`config.mk`:
```
export PLATFORM = sky130hd
export DESIGN_NAME = ws2812b_frame_ctrl
export DESIGN_NICKNAME = d
export VERILOG_FILES = /design/src/rtl/ws2812b_pkg.sv /design/src/rtl/ws2812b_pixel_buf.sv /design/src/rtl/ws2812b_frame_ctrl.sv
export SDC_FILE = /design/constraint.sdc
export NUM_CORES = 1
export LEC_CHECK = 0
export ABC_CLOCK_PERIOD_IN_PS = 5100
export CAP_MARGIN = 30
export CORE_MARGIN = 3
export CORE_UTILIZATION = 40
export DETAILED_ROUTE_END_ITERATION = 12
export DONT_BUFFER_PORTS = 1
export HOLD_SLACK_MARGIN = 0.1
export PLACE_DENSITY = 0.66
export SYNTH_ARGS = -nofsm -noshare
export SYNTH_HDL_FRONTEND = slang
export SYNTH_SLANG_ARGS = --single-unit
export TNS_END_PERCENT = 1
```
`constraint.sdc`:
```
create_clock -name clk -period 5.1 [get_ports clk]
set_input_delay 1.02 -clock clk [delete_from_list [all_inputs] [get_ports clk]]
set_output_delay 1.02 -clock clk [all_outputs]
set_load 0.005 [all_outputs]
```
`src/rtl/ws2812b_pkg.sv`:
```
// rtl/ws2812b_pkg.sv - shared pixel type, frame states and default latch gap
package ws2812b_pkg;

  typedef logic [23:0] pixel_t;

  typedef enum logic [1:0] {
    IDLE  = 2'd0,
    LOAD  = 2'd1,
    SEND  = 2'd2,
    LATCH = 2'd3
  } state_e;

  // 300 us line-low gap at 48 MHz
  localparam int DEFAULT_LATCH_CYCLES = 14400;

endpackage

```
`src/rtl/ws2812b_pixel_buf.sv`:
```
// rtl/ws2812b_pixel_buf.sv - two-bank pixel RAM, write to shadow, registered read from front
module ws2812b_pixel_buf
  import ws2812b_pkg::*;
#(
  parameter int NUM_PIXELS = 8,
  parameter int ADDR_W     = 3
) (
  input  logic              i_clk,
  input  logic              i_rst_n,
  input  logic              i_swap,
  input  logic              i_wr_en,
  input  logic [ADDR_W-1:0] i_wr_addr,
  input  pixel_t            i_wr_data,
  input  logic              i_rd_en,
  input  logic [ADDR_W-1:0] i_rd_addr,
  output pixel_t            o_rd_data
);

  localparam int MEM_W = (2 * NUM_PIXELS > 1) ? $clog2(2 * NUM_PIXELS) : 1;

  pixel_t           r_mem [0:2*NUM_PIXELS-1];
  pixel_t           r_rd_data;
  logic             r_front;
  logic             w_we;
  logic [MEM_W-1:0] w_waddr;
  logic [MEM_W-1:0] w_raddr;

  // Both banks share one array so it maps onto a single block RAM
  assign w_we    = i_wr_en && (32'(i_wr_addr) < NUM_PIXELS);
  assign w_waddr = MEM_W'(i_wr_addr) + (r_front ? MEM_W'(0) : MEM_W'(NUM_PIXELS));
  assign w_raddr = MEM_W'(i_rd_addr) + (r_front ? MEM_W'(NUM_PIXELS) : MEM_W'(0));

  always_ff @(posedge i_clk) begin
    if (w_we) r_mem[w_waddr] <= i_wr_data;
    if (i_rd_en) r_rd_data <= r_mem[w_raddr];
  end

  always_ff @(posedge i_clk) begin
    if (!i_rst_n) r_front <= 1'b0;
    else if (i_swap) r_front <= ~r_front;
  end

  assign o_rd_data = r_rd_data;

endmodule

```
`src/rtl/ws2812b_frame_ctrl.sv`:
```
// rtl/ws2812b_frame_ctrl.sv - frame scheduler streaming the front pixel bank to the WS2812B encoder
module ws2812b_frame_ctrl
  import ws2812b_pkg::*;
#(
  parameter int NUM_PIXELS     = 8,
  parameter int ADDR_W         = 3,
  parameter int LATCH_CYCLES   = DEFAULT_LATCH_CYCLES,
  parameter int REFRESH_CYCLES = 0
) (
  input  logic              clk,
  input  logic              rst,
  input  logic              wr_en,
  input  logic [ADDR_W-1:0] wr_addr,
  input  logic [23:0]       wr_data,
  input  logic              commit,
  output logic [23:0]       px_data,
  output logic              px_valid,
  input  logic              px_ready,
  output logic              busy,
  output logic              frame_done,
  output logic [15:0]       frame_count
);

  localparam logic [1:0] ST_IDLE  = IDLE;
  localparam logic [1:0] ST_LOAD  = LOAD;
  localparam logic [1:0] ST_SEND  = SEND;
  localparam logic [1:0] ST_LATCH = LATCH;

  logic [1:0]        r_state;
  logic [ADDR_W-1:0] r_idx;
  logic              r_pending;
  logic              r_armed;
  logic [31:0]       r_latch_cnt;
  logic [31:0]       r_timer;
  logic [15:0]       r_frame_count;
  pixel_t            w_rd_data;
  logic              w_swap;
  logic              w_last;
  logic              w_latch_end;
  logic              w_refresh;

  assign w_swap      = (r_state == ST_IDLE) && r_pending;
  assign w_last      = (32'(r_idx) == NUM_PIXELS - 1);
  assign w_latch_end = (r_state == ST_LATCH) && (r_latch_cnt == LATCH_CYCLES - 1);
  // r_armed keeps refresh silent until the first committed frame has been shown
  assign w_refresh   = (REFRESH_CYCLES != 0) && r_armed && (r_timer >= REFRESH_CYCLES);

  ws2812b_pixel_buf #(
    .NUM_PIXELS (NUM_PIXELS),
    .ADDR_W     (ADDR_W)
  ) u_buf (
    .i_clk     (clk),
    .i_rst_n   (rst),
    .i_swap    (w_swap),
    .i_wr_en   (wr_en),
    .i_wr_addr (wr_addr),
    .i_wr_data (wr_data),
    .i_rd_en   (r_state == ST_LOAD),
    .i_rd_addr (r_idx),
    .o_rd_data (w_rd_data)
  );

  always_ff @(posedge clk) begin
    if (!rst) begin
      r_state       <= ST_IDLE;
      r_idx         <= '0;
      r_pending     <= 1'b0;
      r_armed       <= 1'b0;
      r_latch_cnt   <= '0;
      r_timer       <= '0;
      r_frame_count <= '0;
    end else begin
      r_pending <= commit | (r_pending & ~w_swap);
      case (r_state)
        ST_IDLE: begin
          if (r_pending || w_refresh) begin
            r_state <= ST_LOAD;
            r_idx   <= '0;
          end else if (r_armed && (REFRESH_CYCLES != 0)) begin
            r_timer <= r_timer + 32'd1;
          end
        end
        ST_LOAD: r_state <= ST_SEND;
        ST_SEND: begin
          if (px_ready) begin
            if (w_last) begin
              r_state     <= ST_LATCH;
              r_latch_cnt <= '0;
            end else begin
              r_idx   <= r_idx + 1'b1;
              r_state <= ST_LOAD;
            end
          end
        end
        ST_LATCH: begin
          if (w_latch_end) begin
            r_state       <= ST_IDLE;
            r_frame_count <= r_frame_count + 16'd1;
            r_timer       <= '0;
            r_armed       <= 1'b1;
          end else begin
            r_latch_cnt <= r_latch_cnt + 32'd1;
          end
        end
        default: r_state <= ST_IDLE;
      endcase
    end
  end

  assign px_valid    = (r_state == ST_SEND);
  assign px_data     = px_valid ? w_rd_data : 24'h0;
  assign busy        = (r_state != ST_IDLE);
  assign frame_done  = w_latch_end;
  assign frame_count = r_frame_count;

endmodule
```
==> results.yml <==
setup_path:
  start_kind: "flop"
  crit_type: "reg -> out"
  critPathTopFamily: "simple AND/OR/NAND/NOR gates"
  crit_chain: "nand2_1, nor4_1"
  crit_buf_inv: 0
  worstPathRequired_ns: 4.08
  slowest_stage: "nor4_1"
  crit_fanout: 25
  slowest_delay_ns: 0.72
  worst-endpoint-arrival_ns: 2.45
  end_kind: "output pin"
layout:
  insertedDiodeCount: 0
  area_growth_pct: 14.0
  nNetsFinal: 1049
  final_cells: 1642
  layout-drive-gt1-share_pct: 23.1
floorplanning:
  die_h_um: 220
  die_x_um: 220
  row_count: 77
  die_area_mm2: 0.0485
  start_util_pct: 41.0
  coreArea_mm2: 0.0448
  num_io_pins: 75
global_routing:
  grt_pass1_wl_um: 60800
  antenna_found_initial: 1
  grt_remaining_overflow: 0
  first_global_vias: 9392
  grt_max_degree: 61
  grt_use_total_pct: 16.9
placement:
  hpwl_um: 22900
  portBuffers: 0
  placed_cells: 1554
  dp_slack_ns: 2.23
  gp_congestion: 0.827
clock_tree:
  cts_tree: "built"
  htreeDepth: 2
  cts_root_buf: "clkbuf_16"
  clock_latency_ns: 0.59
  cts_buffer_depth: 3
  cts.repair.resized: 0
  post_cts_buffers: 0
  clock_sinks: 463
  cts_hold_buf: 0
  clk_pin_slew_ns: 0.06
  numCtsBuffers: 48
detailed_routing:
  wl_per_cell_um: 24.5
  post-route-drc-count: 0
  ant_nets: 0
  dr.first_iter.drc_count: 1021
  dr.pass1.iters: 5
  routed_wl_um: 40100
  vias: 9331
  viasPerCell: 5.68
synth:
  ys_seq_area_share_pct: 72.8
  netlist_instances: 989
  synth_top_cell_by_area: "edfxtp_1"
  netlist_top_cells_area: "edfxtp_1 (67%), mux4_2 (15%), dfxtp_1 (6.0%)"
  async_reset_ff_share_pct: 0
  yosysUniqueCellTypes: 52
  synth_edf_count: 408
  synth_flop_cell: "edfxtp_1"
  yosys_register_bits: 463
  syn_nets: 1025
  yosysTopAreaCellShare_pct: 66.8
  synth-warning-count: 0
  synth_area_per_cell_um2: 18.6
  syn_area_mm2: 0.0184
min_path:
  hold_path_class: "reg -> reg"
status:
  status: "finished clean"
power_and_ir_drop:
  powerDensity_mw_per_mm2: 367
  combPwrFrac_pct: 2.4
  p_leak_nw: 6.25
  p_int_w: 0.00612
  netSwitchingFraction_pct: 20.5
  worst_ir_drop_vdd_v: 0.000283
  clkPwrFrac_pct: 42.7
  p_switching_w: 0.00157
  seq_power_share_pct: 54.8
sta:
  fin_ws_ns: 1.63
  tightest_slew_ns: 1.01
  min_period_ns: 3.47
  rsz0062_at_grt: "no"
  finalSetupTns_ns: 0
  relSlewSlack_pct: 32.1
  period_share_pct: 68.1
  setup_violations: 0
  maxSlewViolCount: 0
  finClkSkew_ns: 0.0280
  hold_violations: 0
  fmax_mhz: 288
flow_run:
  maxCapViolations: 0
==> synthesized netlist by cell type, types with 2 or more instances <==
cell	n
edfxtp_1	408
mux4_2	120
dfxtp_1	55
clkbuf_1	38
nor2_1	37
and2_1	31
a21oi_1	29
nand3_1	29
nand2_1	28
o21ai_0	19
nor4_1	17
nor3_1	16
a31oi_1	15
buf_1	13
nand4_1	13
inv_1	11
nand2b_1	11
or4_1	9
and3_1	8
mux2i_1	8
or3_1	7
o31ai_1	6
and4_1	5
nand4b_1	5
a41oi_1	4
ha_1	4
nand3b_1	4
o41ai_1	4
buf_2	3
xor2_1	3
a211o_1	2
nor2b_1	2
o211ai_1	2
o221a_2	2
o2bb2ai_1	2
o311ai_0	2
o31a_1	2
==> tightest hold or removal path, stage by stage, from the launching register on <==
cell and delay (ns):
dfxtp_1 0.33, o31ai_1 0.07, a21oi_1 0.05
==> final cells by class <==
class / instances / area [µm²]
clock buffer: 63 / 1300
clock inverter: 24 / 183
fill: 3701 / 23900
inverter: 12 / 45.0
multi-input combinational: 460 / 4880
sequential: 463 / 13400
tap: 592 / 741
timing repair buffer: 28 / 418
==> metrics by stage <==
stage	utilization [%]	instance area (µm²)	hold slack (ns)	total power, W
after floorplan	-	18400	0.452	0.00441
after global placement	42.7	19100	0.481	0.00447
after detailed placement	43.4	19400	0.492	0.00449
after CTS	46.7	20900	0.492	0.00777
after global routing	46.7	20900	0.494	0.00795
final	46.7	20900	0.502	0.00769
==> per-layer routing <==
layer | routed length [µm] | share of wire [%] | up-vias | track usage [%]
met5 | 0 | 0 | - | 0
met4 | 675 | 1.7 | 0 | 3.99
met3 | 2470 | 6.1 | 54 | 4.12
met2 | 20200 | 50 | 263 | 28.0
met1 | 16800 | 42 | 4872 | 22.6
li1 | - | - | 4142 | -
==> cells in the final DEF (no fill, tap or decap), types with 5 or more instances in the layout <==
cell type | synthesis | final
clkinv_2 | 0 | 7
and4_1 | 5 | 5
mux2i_1 | 8 | 8
nand2b_1 | 11 | 11
mux4_2 | 120 | 120
dfxtp_1 | 55 | 51
buf_4 | 0 | 15
nand3_1 | 29 | 29
buf_12 | 0 | 7
clkinv_1 | 1 | 11
inv_1 | 11 | 11
or3_1 | 7 | 7
buf_16 | 0 | 6
edfxtp_1 | 408 | 408
a31oi_1 | 15 | 15
nor2_4 | 0 | 13
nand4b_1 | 5 | 5
nor4_1 | 17 | 17
and2_1 | 31 | 31
clkbuf_16 | 0 | 49
or4_1 | 9 | 9
nor2_1 | 37 | 24
clkbuf_1 | 38 | 12
and3_1 | 8 | 8
nor3_1 | 16 | 12
o21ai_0 | 19 | 19
o31ai_1 | 6 | 6
nand2_1 | 28 | 28
a21oi_1 | 29 | 29
nand4_1 | 13 | 13
==> final timing paths <==
path	cells after the start	start	slack, ns	end
worst max-delay path	2	r_state[0]	1.63	frame_done
worst min-delay path	2	frame_count[15]	0.50	frame_count[15]
worst max register to register	4	r_state[0]	2.19	frame_count[15]
worst min register to register	2	frame_count[15]	0.50	frame_count[15]
==> power by group through the flow <==
stage | sequential, W | combinational (W) | clock, W
floorplan | 0.00428 | 0.000127 | 0
global placement | 0.00430 | 0.000179 | 0
detailed placement | 0.00430 | 0.000190 | 0
CTS | 0.00422 | 0.000192 | 0.00336
global route | 0.00422 | 0.000201 | 0.00353
finish | 0.00422 | 0.000188 | 0.00329
==> sequential cells by signal, indices dropped and copies added (netlist names) <==
signal / cells
frame_count: 16
u_buf.r_mem: 384
r_idx: 3
r_state: 2
u_buf.r_front: 1
r_pending: 1
r_latch_cnt: 32
u_buf.o_rd_data: 24
==> cell families after synthesis <==
kind of cell / share of synthesized area, %
adders and majority gates: 0.273
AOI/OAI and AO/OA: 3.47
xor gates and xnor gates: 0.143
and+or+nand+nor: 6.83
buffers and inverters: 1.37
muxes: 15.2
DFF: 72.8
Power figures use the tool's default switching activity.
